$ cat src/rtl/cmd_pkg.sv
`default_nettype none
// +--------------------------------------------------------------+
// | cmd_pkg : shared types for the host command assembler        |
// | Rev 1.0                                                      |
// +--------------------------------------------------------------+
package cmd_pkg;

  typedef enum logic [1:0] {
    IDLE = 2'd0,
    GOT1 = 2'd1,
    GOT2 = 2'd2
  } asm_state_t;

  typedef logic [23:0] cmd_t;

  localparam int CMD_BYTES = 3;

endpackage
`default_nettype wire

$ cat src/rtl/inactivity_timer.sv
`default_nettype none
// +--------------------------------------------------------------+
// | inactivity_timer : flags TIMEOUT_CYCLES idle cycles of run   |
// | Rev 1.0                                                      |
// +--------------------------------------------------------------+
module inactivity_timer #(
  parameter  int TIMEOUT_CYCLES = 500000,
  localparam int CNT_W          = $clog2(TIMEOUT_CYCLES)
) (
  input  logic clk,
  input  logic rst,
  input  logic clear,
  input  logic run,
  output logic expire
);

  localparam logic [CNT_W-1:0] c_LAST = CNT_W'(TIMEOUT_CYCLES - 1);

  logic [CNT_W-1:0] r_count;

  // A clear in the expiry cycle wins, so a byte arriving on the boundary is never lost.
  assign expire = run && !clear && (r_count == c_LAST);

  always_ff @(posedge clk) begin
    if (rst || clear || expire) begin
      r_count <= '0;
    end else if (run) begin
      r_count <= r_count + CNT_W'(1);
    end
  end

endmodule
`default_nettype wire

$ cat src/rtl/cmd_assembler.sv
`default_nettype none
// +--------------------------------------------------------------+
// | cmd_assembler : packs UART bytes into 24-bit host commands   |
// | Rev 1.0                                                      |
// +--------------------------------------------------------------+
module cmd_assembler
  import cmd_pkg::*;
#(
  parameter int TIMEOUT_CYCLES = 500000
) (
  input  logic       clk,
  input  logic       rst,
  input  logic       rx_rdy,
  input  logic [7:0] rx_data,
  input  logic       clr_cmd_rdy,
  output cmd_t       cmd,
  output logic       cmd_rdy,
  output logic       overrun,
  output logic       timeout
);

  asm_state_t                   r_state;
  logic [(CMD_BYTES-1)*8-1:0]   r_shift;
  logic                         w_idle;
  logic                         w_expire;
  logic                         w_can_load;

  assign w_idle     = (r_state == IDLE);
  assign w_can_load = !cmd_rdy || clr_cmd_rdy;

  inactivity_timer #(
    .TIMEOUT_CYCLES (TIMEOUT_CYCLES)
  ) u_timer (
    .clk    (clk),
    .rst    (rst),
    .clear  (rx_rdy || w_idle),
    .run    (!w_idle),
    .expire (w_expire)
  );

  always_ff @(posedge clk) begin
    if (rst) begin
      r_state <= IDLE;
      r_shift <= '0;
      cmd     <= '0;
      cmd_rdy <= 1'b0;
      overrun <= 1'b0;
      timeout <= 1'b0;
    end else begin
      overrun <= 1'b0;
      timeout <= 1'b0;
      // A completion in the same cycle overrides this below.
      if (clr_cmd_rdy) begin
        cmd_rdy <= 1'b0;
      end
      case (r_state)
        IDLE: begin
          if (rx_rdy) begin
            r_shift[15:8] <= rx_data;
            r_state       <= GOT1;
          end
        end
        GOT1: begin
          if (rx_rdy) begin
            r_shift[7:0] <= rx_data;
            r_state      <= GOT2;
          end else if (w_expire) begin
            r_state <= IDLE;
            timeout <= 1'b1;
          end
        end
        GOT2: begin
          if (rx_rdy) begin
            r_state <= IDLE;
            if (w_can_load) begin
              cmd     <= {r_shift, rx_data};
              cmd_rdy <= 1'b1;
            end else begin
              overrun <= 1'b1;
            end
          end else if (w_expire) begin
            r_state <= IDLE;
            timeout <= 1'b1;
          end
        end
        default: begin
          r_state <= IDLE;
        end
      endcase
    end
  end

endmodule
`default_nettype wire

$ cat config.mk
export PLATFORM = sky130hd
export DESIGN_NAME = cmd_assembler
export DESIGN_NICKNAME = d
export VERILOG_FILES = /design/src/rtl/cmd_pkg.sv /design/src/rtl/inactivity_timer.sv /design/src/rtl/cmd_assembler.sv
export SDC_FILE = /design/constraint.sdc
export NUM_CORES = 1
export LEC_CHECK = 0
export BUFFER_PORTS_ARGS = -buffer_cell sky130_fd_sc_hd__buf_2
export CAP_MARGIN = 20
export CORE_MARGIN = 2
export CORE_UTILIZATION = 59
export DETAILED_ROUTE_END_ITERATION = 16
export PLACE_DENSITY = 0.83
export SLEW_MARGIN = 20
export SYNTH_ARGS = -nofsm -noshare
export SYNTH_HDL_FRONTEND = slang
export SYNTH_HIERARCHICAL = 1
export SYNTH_SLANG_ARGS = --single-unit
export TNS_END_PERCENT = 20
$ cat constraint.sdc
create_clock -name clk -period 5.17 [get_ports clk]
set_clock_uncertainty 0.15 [all_clocks]
set_input_delay 0.7755 -clock clk [delete_from_list [all_inputs] [get_ports clk]]
set_output_delay 0.7755 -clock clk [all_outputs]
set_load 0.02 [all_outputs]
# == After elaboration in Yosys (flattened, before gate mapping) ==
# Index checks and enable logic that the tools add are counted.
# classes
add_sub_neg,1
n_eq_ne,4
n_mux,11
bitwise,3
n_reduce_logical,16
# ops
cell,count
adder 19 x 1 -> 19 bit (second input constant),1
== test 19 bit (second input constant),1
two-way mux 2 bit,4
two-way mux 1 bit,6
case mux 2 bit (3 select lines),1
OR reduction 3 bit,2
logical OR 1 bit,4
AND reduction 2 bit,2
logical NOT 1 bit,3
inverter 1 bit,3
AND reduction 3 bit,1
== test 2 x 1 -> 1 bit (second input constant),1
== test 2 bit (second input constant),1
logical AND 1 bit,2
logical NOT 2 bit,1
inequality test 2 bit (second input constant),1
OR reduction 2 bit,1
# word_totals
register_bits,64
wordCells,43

# == Depth between registers and ports, before layout ==
# Gate-level depths: netlist of the first run.
# depth
depth_word,8
mapped_depth,12
mapped_depth_nobuf,10

# == Hierarchy ==
# Netlist of the first run, hierarchy kept.
# modules_own_cells
module,instances,cells_each,area_each_um2,seq_area_each_um2
cmd_assembler,1,213,1988.2,900.9
inactivity_timer,1,107,940.9,380.4

# == Worst setup path after synthesis of the first run ==
# OpenSTA, ideal clock, no wires.
# synth_path
kind,register -> register
start,register r_state[0]
end,register u_timer.r_count[0]
setup_ns,0.115
arrival_ns,2.144
path_slack_ns,2.761
path_stages_with_launch,12
n_path_buf,4
cell_sequence,dfxtp_1 -> inv_1 -> ha_1 -> clkbuf_1 -> inv_1 -> buf_2 -> and3_2 -> clkbuf_1 -> nand3_1 -> o21ai_2 -> buf_4 -> nor2_1
# synth_between
elab_chain_len,6
# synth_rtl
item,line,source
from (decl),cmd_assembler.sv:22,asm_state_t r_state;
from (signal assigned),cmd_assembler.sv:43,r_state <= IDLE;
from (signal assigned),cmd_assembler.sv:60,r_state <= GOT1;
from (signal assigned),cmd_assembler.sv:66,r_state <= GOT2;
logical NOT 2 bit *,cmd_assembler.sv:28,assign w_idle = (r_state == IDLE);
logical OR 1 bit,cmd_assembler.sv:36,".clear (rx_rdy || w_idle),"
logical NOT 1 bit,inactivity_timer.sv:22,assign expire = run && !clear && (r_count == c_LAST);
logical AND 1 bit (2 in a row),inactivity_timer.sv:22,
logical OR 1 bit,inactivity_timer.sv:25,if (rst || clear || expire) begin
to (signal assigned),inactivity_timer.sv:28,r_count <= r_count + CNT_W'(1);
to (decl),inactivity_timer.sv:19,logic [CNT_W-1:0] r_count;
# Every way passes the cells marked *; elsewhere a longest branch is shown, timed or not.
# A chain may end at the register's enable or synchronous reset.

# == Worst setup path after layout of the first run ==
# Same ends and word-level chain as after synthesis.

==> run summary, run 1 <==
TritonCTS built the clock tree. The share of final-layout standard cells stronger than drive strength 1 is 0.2877. The worst hold-check path type was reg -> reg. The standby leakage power was 1.093 nW; the arrival time of data at the critical path endpoint was 2.80 ns. The per-instance average area after synthesis is 9.153 sq um, and the synthesis-to-finish area growth is 9.697%. The DRC violation count after routing is 0, and the maximum number of pins on one net before global-route repair is 48. Setup violations remaining at the end of the flow were counted as 0.

The initial core utilization is 0.6161. In this run, the number of DRC markers left after iteration 0 of detailed routing was 214. The number of failing hold endpoints at the final stage was 0; the distinct cell type count after synthesis was 49. The minimum clock period is 2.760 ns, and the die height is 74.46 microns. In this run, synthesis produced a sequential element count of 64. The synthesized netlist occupies a cell area of 2929 sq um. Gates resized during post-CTS repair numbered 0. The pre-antenna-repair detailed-routing pass consisted of 4 iterations.

The share of cell area taken by muxes after synthesis is 0.003417, and the clock insertion delay at the later pin of the skew report is 0.33 ns. Overall die width: 74.46 microns. The top cell family by delay on the critical path was simple AND/OR/NAND/NOR gates.

The synthesized-area fraction occupied by ao, oa, aoi and oai cells is 0.1743, and the antenna violation net count after detailed routing is 0. The run gives 0 as the total setup buffers inserted after CTS. After synthesis, the cell types taking the most area are sky130_fd_sc_hd__dfxtp_1, sky130_fd_sc_hd__nand3_2, sky130_fd_sc_hd__a21oi_2, sky130_fd_sc_hd__a21oi_1, sky130_fd_sc_hd__nand3_1. In this run the tool buffered the top-level ports with 38 buffer cells.

The headroom to the max-slew limit came out at 0.3094. The area share of xor/xnor cells in the synthesized design was 0.03588. The run gives 4755 sq um as the area of the core. After clock tree synthesis, the clock-pin slew on the worst setup and hold paths is 0.06 ns. The share of synthesized flip-flops with an asynchronous set or reset is 0.

The post-route setup TNS was 0 ns. For the pin with the worst max-slew slack, the measured transition is 1.036 ns. Routability-driven placement finished with a final weighted congestion of 0.8056.

For the worst setup path, the data required time is 5.21 ns. The overall global routing resource usage was 0.2305. In the synthesized netlist the dominant register cell turns out to be sky130_fd_sc_hd__dfxtp_1. The type of the setup path with the least slack was reg -> reg. Dividing the detail-routed wire length by the instance count gives 14.20 microns.

The clock net in this run drives a total of 64 sinks. For the number of antenna violations at the first check in global routing, the log shows 0. The slowest stage of the critical path belongs to the cell sky130_fd_sc_hd__o21ai_2.

For the die outline area, the log shows 5544 sq um. The cell that appears most often on the critical path is sky130_fd_sc_hd__inv_1. The worst setup path is launched from a register.

39 I/O pins were placed. The worst hold slack across all endpoints was 0.3083 ns; the post-detailed-route via-to-cell ratio was 5.711. For the number of pins with negative max-slew slack in the final report, the log shows 0. The via count of the first global-routing pass was 2201; the buffer and inverter count on the worst path was 2. The highest clock frequency the design can meet was 362.3 MHz; the number of nets in the synthesized netlist was 337. In this run the worst path has a maximum fanout of 18. CTS placed an instance of sky130_fd_sc_hd__clkbuf_8 at the clock tree root. The post-synthesis simple-gate area fraction is 0.2640, and the aggregate routed wire length is 5936 microns. The top cell types in the final layout, fill and taps aside, are sky130_fd_sc_hd__dfxtp_1, sky130_fd_sc_hd__buf_2, sky130_fd_sc_hd__a21oi_1.

The depth of the CTS H-tree is 3. The tools report the global-route wire length before repair as 9908 microns. Post-route fraction of the period consumed by the critical path: 0.5338. The number of flops mapped to enable cells by yosys came out at 0.

In the synthesized netlist, the number of instances is 320. The run gives 0 as the number of antenna cells inserted. The area share of the largest cell type after synthesis is 0.4374, and the number of synthesis warnings is 6. The worst setup path is captured at a register.

The number of nets in the layout is 363. Max-cap violations in this run came to 0. In this run the deepest clock path goes through 2 buffers. Number of placement rows: 25.

For the sequential element share of the synthesized area, the log shows 0.4374. The peak ir drop on the vdd network is 225.7 uV. The tools report the HPWL after detailed placement as 3970 microns. The number of hold-repair buffers added at the cts stage came out at 0.

The power per standard cell area is 296.5 nW/um^2, and the total CTS buffers is 9. Summed over all layers, the global routing overflow is 0. The tools report the count of vias placed by the detailed router as 2387. The most common library cell in the layout ignoring fill and taps was sky130_fd_sc_hd__dfxtp_1.

The flow ran to the end, and the final reports show no timing, DRC or antenna violations. Main combinational cell family by area after synthesis: simple AND/OR/NAND/NOR gates. Setup repair after global routing left no endpoint under its margin. Delay of the slowest cell on the worst path: 0.62 ns.

The synthesized design spends more area on one cell type than any other, namely sky130_fd_sc_hd__dfxtp_1. Walking the worst path, the cells encountered are inv_1 > ha_1 > inv_1 > nand2_1 > nor4bb_1 > nand4b_1 > o21ai_2 > nor2_1. The adder-cell share of the synthesized area came out at 0.02136.
## Yosys cell counts, types with 2 or more instances
cell,number
sky130_fd_sc_hd__dfxtp_1,64
sky130_fd_sc_hd__a21oi_1,28
sky130_fd_sc_hd__nand3_1,26
sky130_fd_sc_hd__nand2_1,24
sky130_fd_sc_hd__o21ai_0,24
sky130_fd_sc_hd__a21oi_2,20
sky130_fd_sc_hd__nand3_2,20
sky130_fd_sc_hd__nor2_1,15
sky130_fd_sc_hd__nand4_1,11
sky130_fd_sc_hd__buf_2,9
sky130_fd_sc_hd__xor2_1,8
sky130_fd_sc_hd__clkbuf_1,6
sky130_fd_sc_hd__inv_1,6
sky130_fd_sc_hd__ha_1,5
sky130_fd_sc_hd__nor3_1,4
sky130_fd_sc_hd__o21ai_1,4
sky130_fd_sc_hd__xnor2_1,4
sky130_fd_sc_hd__buf_4,3
sky130_fd_sc_hd__and2_1,2
sky130_fd_sc_hd__and4_1,2
sky130_fd_sc_hd__buf_1,2
sky130_fd_sc_hd__buf_12,2
sky130_fd_sc_hd__nor4_1,2
sky130_fd_sc_hd__nor4bb_1,2
sky130_fd_sc_hd__o211ai_1,2
sky130_fd_sc_hd__or3_1,2
## routing by layer
layer / vias up / GRT usage / wire, microns
li1: 1191 / - / -
met1: 1115 / 0.3002 / 2749
met2: 69 / 0.3589 / 2752
met3: 12 / 0.05149 / 330
met4: 0 / 0.1190 / 104
met5: - / 0 / 0
## worst reg2reg max path, delay by kind of cell, from the launching register on
| family | cells | cell delay (ns) |
|---|---|---|
| compound gates | 1 | 0.62 |
| fa+ha+maj | 1 | 0.34 |
| buf+inv | 2 | 0.39 |
| flops | 1 | 0.40 |
| simple gates | 4 | 0.73 |
## power breakdown
group          leakage (nW)  internal, mW  switching, mW
combinational         0.492        0.0222         0.0521
sequential            0.518         0.505        0.00826
clock                0.0834         0.186          0.179
## sequential cells by signal, indices dropped and copies added, names as in the netlist
| signal | count |
|---|---|
| cmd | 24 |
| u_timer/r_count | 19 |
| r_shift | 16 |
| r_state | 2 |
| cmd_rdy | 1 |
| overrun | 1 |
| timeout | 1 |
## final timing paths
path	cells after the start	slack, ns	to	from
max reg2reg	8	2.41	u_timer/r_count[0]	r_state[0]
max	8	2.41	u_timer/r_count[0]	r_state[0]
min reg2reg	2	0.31	r_shift[12]	r_shift[12]
min	2	0.31	r_shift[12]	r_shift[12]
## cell type report
type                       count  area (sq um)
fill                         415          1541
multi-input combinational    226          1461
sequential                    64          1281
timing repair buffer          39         197.7
clock buffer                  13         148.9
tap                           67         83.83
inverter                       6         22.52
clock inverter                 3         17.52
## logic make-up after synthesis
group / Yosys count
AND/OR/NAND/NOR: 125
AO/OA/AOI/OAI: 83
flip-flops: 64
buffers and inverters: 30
XOR/XNOR: 12
adder cells (fa/ha/maj): 5
multiplexers: 1
## through the flow
stage	power [mW]	instance area [sq um]	utilization	setup WS [ns]	std cells
detailed placement	0.5972	3047	0.6408	2.387	402
finish	0.9526	3213	0.6758	2.410	418
global placement	0.5947	3047	0.6408	2.507	402
global route	0.9905	3213	0.6758	2.069	418
CTS	0.9599	3213	0.6758	2.408	418
floorplan	0.5823	2929	-	2.761	320
No activity file was read; power rests on OpenSTA's default activity.
==> run 2: changes to the inputs <==
--- a/config.mk
+++ b/config.mk
@@ -5,12 +5,13 @@
 export SDC_FILE = /design/constraint.sdc
 export NUM_CORES = 1
 export LEC_CHECK = 0
+export ABC_AREA = 1
 export BUFFER_PORTS_ARGS = -buffer_cell sky130_fd_sc_hd__buf_2
 export CAP_MARGIN = 20
 export CORE_MARGIN = 2
-export CORE_UTILIZATION = 59
+export CORE_UTILIZATION = 51
 export DETAILED_ROUTE_END_ITERATION = 16
-export PLACE_DENSITY = 0.83
+export PLACE_DENSITY = 0.77
 export SLEW_MARGIN = 20
 export SYNTH_ARGS = -nofsm -noshare
 export SYNTH_HDL_FRONTEND = slang
==> constraint.sdc (replaced) <==
create_clock -name clk -period 2.3 [get_ports clk]
set_clock_uncertainty 0.15 [all_clocks]
set_input_delay 0.345 -clock clk [delete_from_list [all_inputs] [get_ports clk]]
set_output_delay 0.345 -clock clk [all_outputs]
set_load 0.02 [all_outputs]
==> run summary, run 2 <==
The switching share of total power works out to 0.2565 (+0.004853). The power per standard cell area works out to 761.8 nW/um^2 (+160%). The largest registers in the layout are cmd x24, u_timer/r_count x19, r_shift x16. The run gives 400 (+19%) as the number of nets in the synthesized netlist. The share of the core filled with cells is 0.6251 (-0.05073).

The startpoint identified for the worst register-to-register timing path is r_state[1]. The tools report the via count of the first global-routing pass as 2246 (+2.0%). Worst hold-check path type: in -> reg. The number of antenna cells inserted is 0 (unchanged), and the number of synthesis warnings is 6 (unchanged). The number of nets in the layout came out at 441 (+21%).

Number of failing hold endpoints at the final stage: 0 (unchanged). Post-route setup TNS: 0 ns (unchanged). The worst setup path is of the reg -> reg kind. The slew of the pin with the lowest slew margin came out at 0.4022 ns (-0.6337 ns). The number of flip-flops under the largest register name is 24 (unchanged), and the overall die width is 77.79 microns (+4.5%).

The tools report the total CTS buffers as 9 (unchanged). For the count of boundary I/O pins, the log shows 39 (unchanged). Post-detailed-route via-to-cell ratio: 4.890 (-14%).

The worst hold path begins at rst. The power dissipated by switching net loads is 631.8 uW (+160%), and the total power is 2.463 mW (+160%). The share of synthesized flip-flops with an asynchronous set or reset came out at 0 (unchanged). The tools report the number of sinks on the clock net as 64 (unchanged). Aggregate routed wire length: 5823 microns (-1.9%). The netlist area before placement came out at 2776 sq um (-5.2%). The nature of the critical path endpoint was a register.

The tree is rooted in a sky130_fd_sc_hd__clkbuf_8. The run gives 0.8715 (+8.2%) as the placer congestion estimate. The highest clock frequency the design can meet was 487.7 MHz (+35%); the number of port buffers was 38 (unchanged). TritonCTS built the clock tree.

For the first-pass iteration count of the detailed router, the log shows 4 (unchanged). The antenna violation net count after detailed routing was 0 (unchanged); the total setup buffers inserted after CTS was 0 (unchanged). The number of pins with negative max-slew slack in the final report came out at 0 (unchanged). The number of DRC markers after the initial detailed-route iteration was 150 (-30%). The run finished with clean final reports. For the depth of the CTS H-tree, the log shows 3 (unchanged). The logs give 1.311 nW (+20%) for the standby leakage power and 0 (unchanged) for the overall overflow remaining after global route. The run gives 6051 sq um (+9.1%) as the die outline area. The share of power burned in combinational logic is 0.075 (-0.003). The most frequent cell after synthesis was sky130_fd_sc_hd__nor2_1. The run gives 0.473 (-0.065) as the relative contribution of sequential cells to total power. Among all flip-flop cells after synthesis, the most frequent one is sky130_fd_sc_hd__dfxtp_1. The initial core utilization was 0.5368 (-0.07928); the count of cells along the worst hold path was 2 (unchanged).

Area of the core: 5172 sq um (+8.8%). The logs give 2 (unchanged) for the maximum clock insertion buffer count and 0 (unchanged) for the post-cts gate resize count. The distinct cell type count after synthesis came out at 27 (-45%).

In this run the critical register-to-register path is captured at r_state[1]. Setup repair after global routing left no endpoint under its margin. The arrival time of data at the critical path endpoint was 2.14 ns (-0.66 ns).

The per-instance average area after synthesis is 7.249 sq um (-21%). The synthesis-to-finish area growth is 16.45%, and the clock group share of total power is 0.452 (+0.068). The clock insertion delay at the later pin of the skew report is 0.35 ns (+0.02 ns), and the total of endpoints with negative setup slack in the final report is 0 (unchanged).

The maximum number of pins on one net before global-route repair is 41 (-15%). The tools report the count of vias placed by the detailed router as 2440 (+2.2%). The reg-to-reg setup timing slack was 0.25 ns (-2.16 ns); the number of instances in the synthesized netlist was 383 (+20%).

The routed wire length per instance came out at 11.67 microns (-18%). The logs give 1.831 mW (+160%) for the cell-internal power and 465.5 uV (+110%) for the peak ir drop on the vdd network. The clock transition at the registers of the reported paths is 0.07 ns (about the same), and the area share of the largest cell type after synthesis is 0.4615 (+0.02405).

The number of max-capacitance violations reported is 0 (unchanged), and the minimum clock period is 2.051 ns (-0.7093 ns). The global-route wire length before repair came out at 9798 microns (-1.1%). Die height: 77.79 microns (+4.5%). Logic depth of the worst register-to-register path: 12 (+4). The DRC violation count after routing came out at 0 (unchanged). The required time of the critical path was 2.39 ns (-2.82 ns).

For hold timing, the worst endpoint is r_state[1]. The tools report the headroom to the max-slew limit as 0.7315 (+0.4221). The largest area contributor in the synthesized netlist is sky130_fd_sc_hd__dfxtp_1. For the HPWL after detailed placement, the log shows 4012 microns (+1.0%). More flip-flops sit in one register than any other, and that register is cmd. The commonest cells after synthesis are sky130_fd_sc_hd__nor2_1, sky130_fd_sc_hd__dfxtp_1, sky130_fd_sc_hd__nand2_1. Number of flops mapped to enable cells by yosys: 0 (unchanged). The tools report the number of placement rows as 26 (+4.0%). The tools report the number of antenna violations at the first check in global routing as 0 (unchanged).

In the layout the commonest cells are sky130_fd_sc_hd__nor2_1, sky130_fd_sc_hd__dfxtp_1, sky130_fd_sc_hd__nand2_1. Flip-flop and latch count after synthesis: 64 (unchanged). The share of final-layout standard cells stronger than drive strength 1 works out to 0.1772 (-0.1106).

The tools report the overall global routing resource usage as 0.2039 (-0.02665). For the sequential element share of the synthesized area, the log shows 0.4615 (+0.02405). By area the synthesized netlist is led by sky130_fd_sc_hd__dfxtp_1, sky130_fd_sc_hd__nor2_1, sky130_fd_sc_hd__o21ai_0, sky130_fd_sc_hd__nand2_1, sky130_fd_sc_hd__inv_1. The post-route fraction of the period consumed by the critical path came out at 0.8915 (+0.3577). The tools report the startpoint class of the critical path as a register. The run gives 0 (unchanged) as the number of hold-repair buffers added at the cts stage. The number of filler instances in the final layout is 488 (+18%), and the maximum fanout along the worst path is 5 (-13).

Leaving out fill and tap cells, the most frequent cell in the layout is sky130_fd_sc_hd__nor2_1.
## run 2: worst max-delay path by stage
| stage | depth (start not counted) | slack (ns) | to | from |
|---|---|---|---|---|
| floorplan | 12 | 0.28 | r_state[1] | r_state[1] |
| global placement | 12 | 0.21 | r_state[1] | r_state[1] |
| detailed placement | 12 | 0.11 | r_state[1] | r_state[1] |
| CTS | 12 | 0.09 | r_state[1] | r_state[1] |
| global route | 12 | 0.03 | r_state[1] | r_state[0] |
| finish | 12 | 0.25 | r_state[1] | r_state[1] |
## run 2: cells by family after synthesis
| kind of cell | synth area share |
|---|---|
| compound gates | 0.09554 |
| buf+inv | 0.07030 |
| xor+xnor | 0.02208 |
| flops | 0.4615 |
| fa+ha+maj | 0.02253 |
| simple gates | 0.3281 |
## run 2: final cells by class
class                   count  area, sq um  area share
clock inverters             7        103.9     0.03212
multi-input cells         278         1315      0.4067
flip-flops and latches     64         1281      0.3963
repair buffers             40        205.2     0.06347
well taps                  70        87.58     0.02709
clock buffers               9        123.9     0.03831
inverters                  31        116.4     0.03599
## run 2: metrics by stage
| stage | cells | hold WS [ns] | setup WS [ns] | area [sq um] |
|---|---|---|---|---|
| after global placement | 483 | 0.3052 | 0.2129 | 2990 |
| after global routing | 499 | 0.09998 | 0.03075 | 3233 |
| after CTS | 499 | 0.09526 | 0.09389 | 3218 |
| after floorplan | 383 | 0.2641 | 0.2814 | 2776 |
| after detailed placement | 483 | 0.3166 | 0.1112 | 2990 |
| final | 499 | 0.09301 | 0.2495 | 3233 |
## run 2: per-layer routing
metal	vias to the layer above	routed length (microns)	GRT usage
met5	-	0	0
met1	1099	2744	0.2417
met2	45	2742	0.3431
met3	9	247	0.05930
met4	0	89	0.08571
li1	1287	-	-
## run 2: power by group through the flow
stage	combinational, mW	sequential (mW)	clock, mW
after global placement	0.181	1.19	0
after detailed placement	0.183	1.19	0
after global routing	0.211	1.17	1.17
final	0.185	1.16	1.11
after CTS	0.186	1.16	1.13
after floorplan	0.124	1.20	0
## run 2: critical path: stages (launching register included)
cell and delay [ns]:
sky130_fd_sc_hd__dfxtp_1 0.40, sky130_fd_sc_hd__inv_1 0.08, sky130_fd_sc_hd__ha_1 0.22, sky130_fd_sc_hd__inv_1 0.14
sky130_fd_sc_hd__nand2_1 0.09, sky130_fd_sc_hd__nor2_1 0.11, sky130_fd_sc_hd__nand2_1 0.12, sky130_fd_sc_hd__nor4_4 0.34
sky130_fd_sc_hd__inv_1 0.07, sky130_fd_sc_hd__nand2_1 0.06, sky130_fd_sc_hd__nand2_1 0.05, sky130_fd_sc_hd__nand3_1 0.07
sky130_fd_sc_hd__a21oi_1 0.05
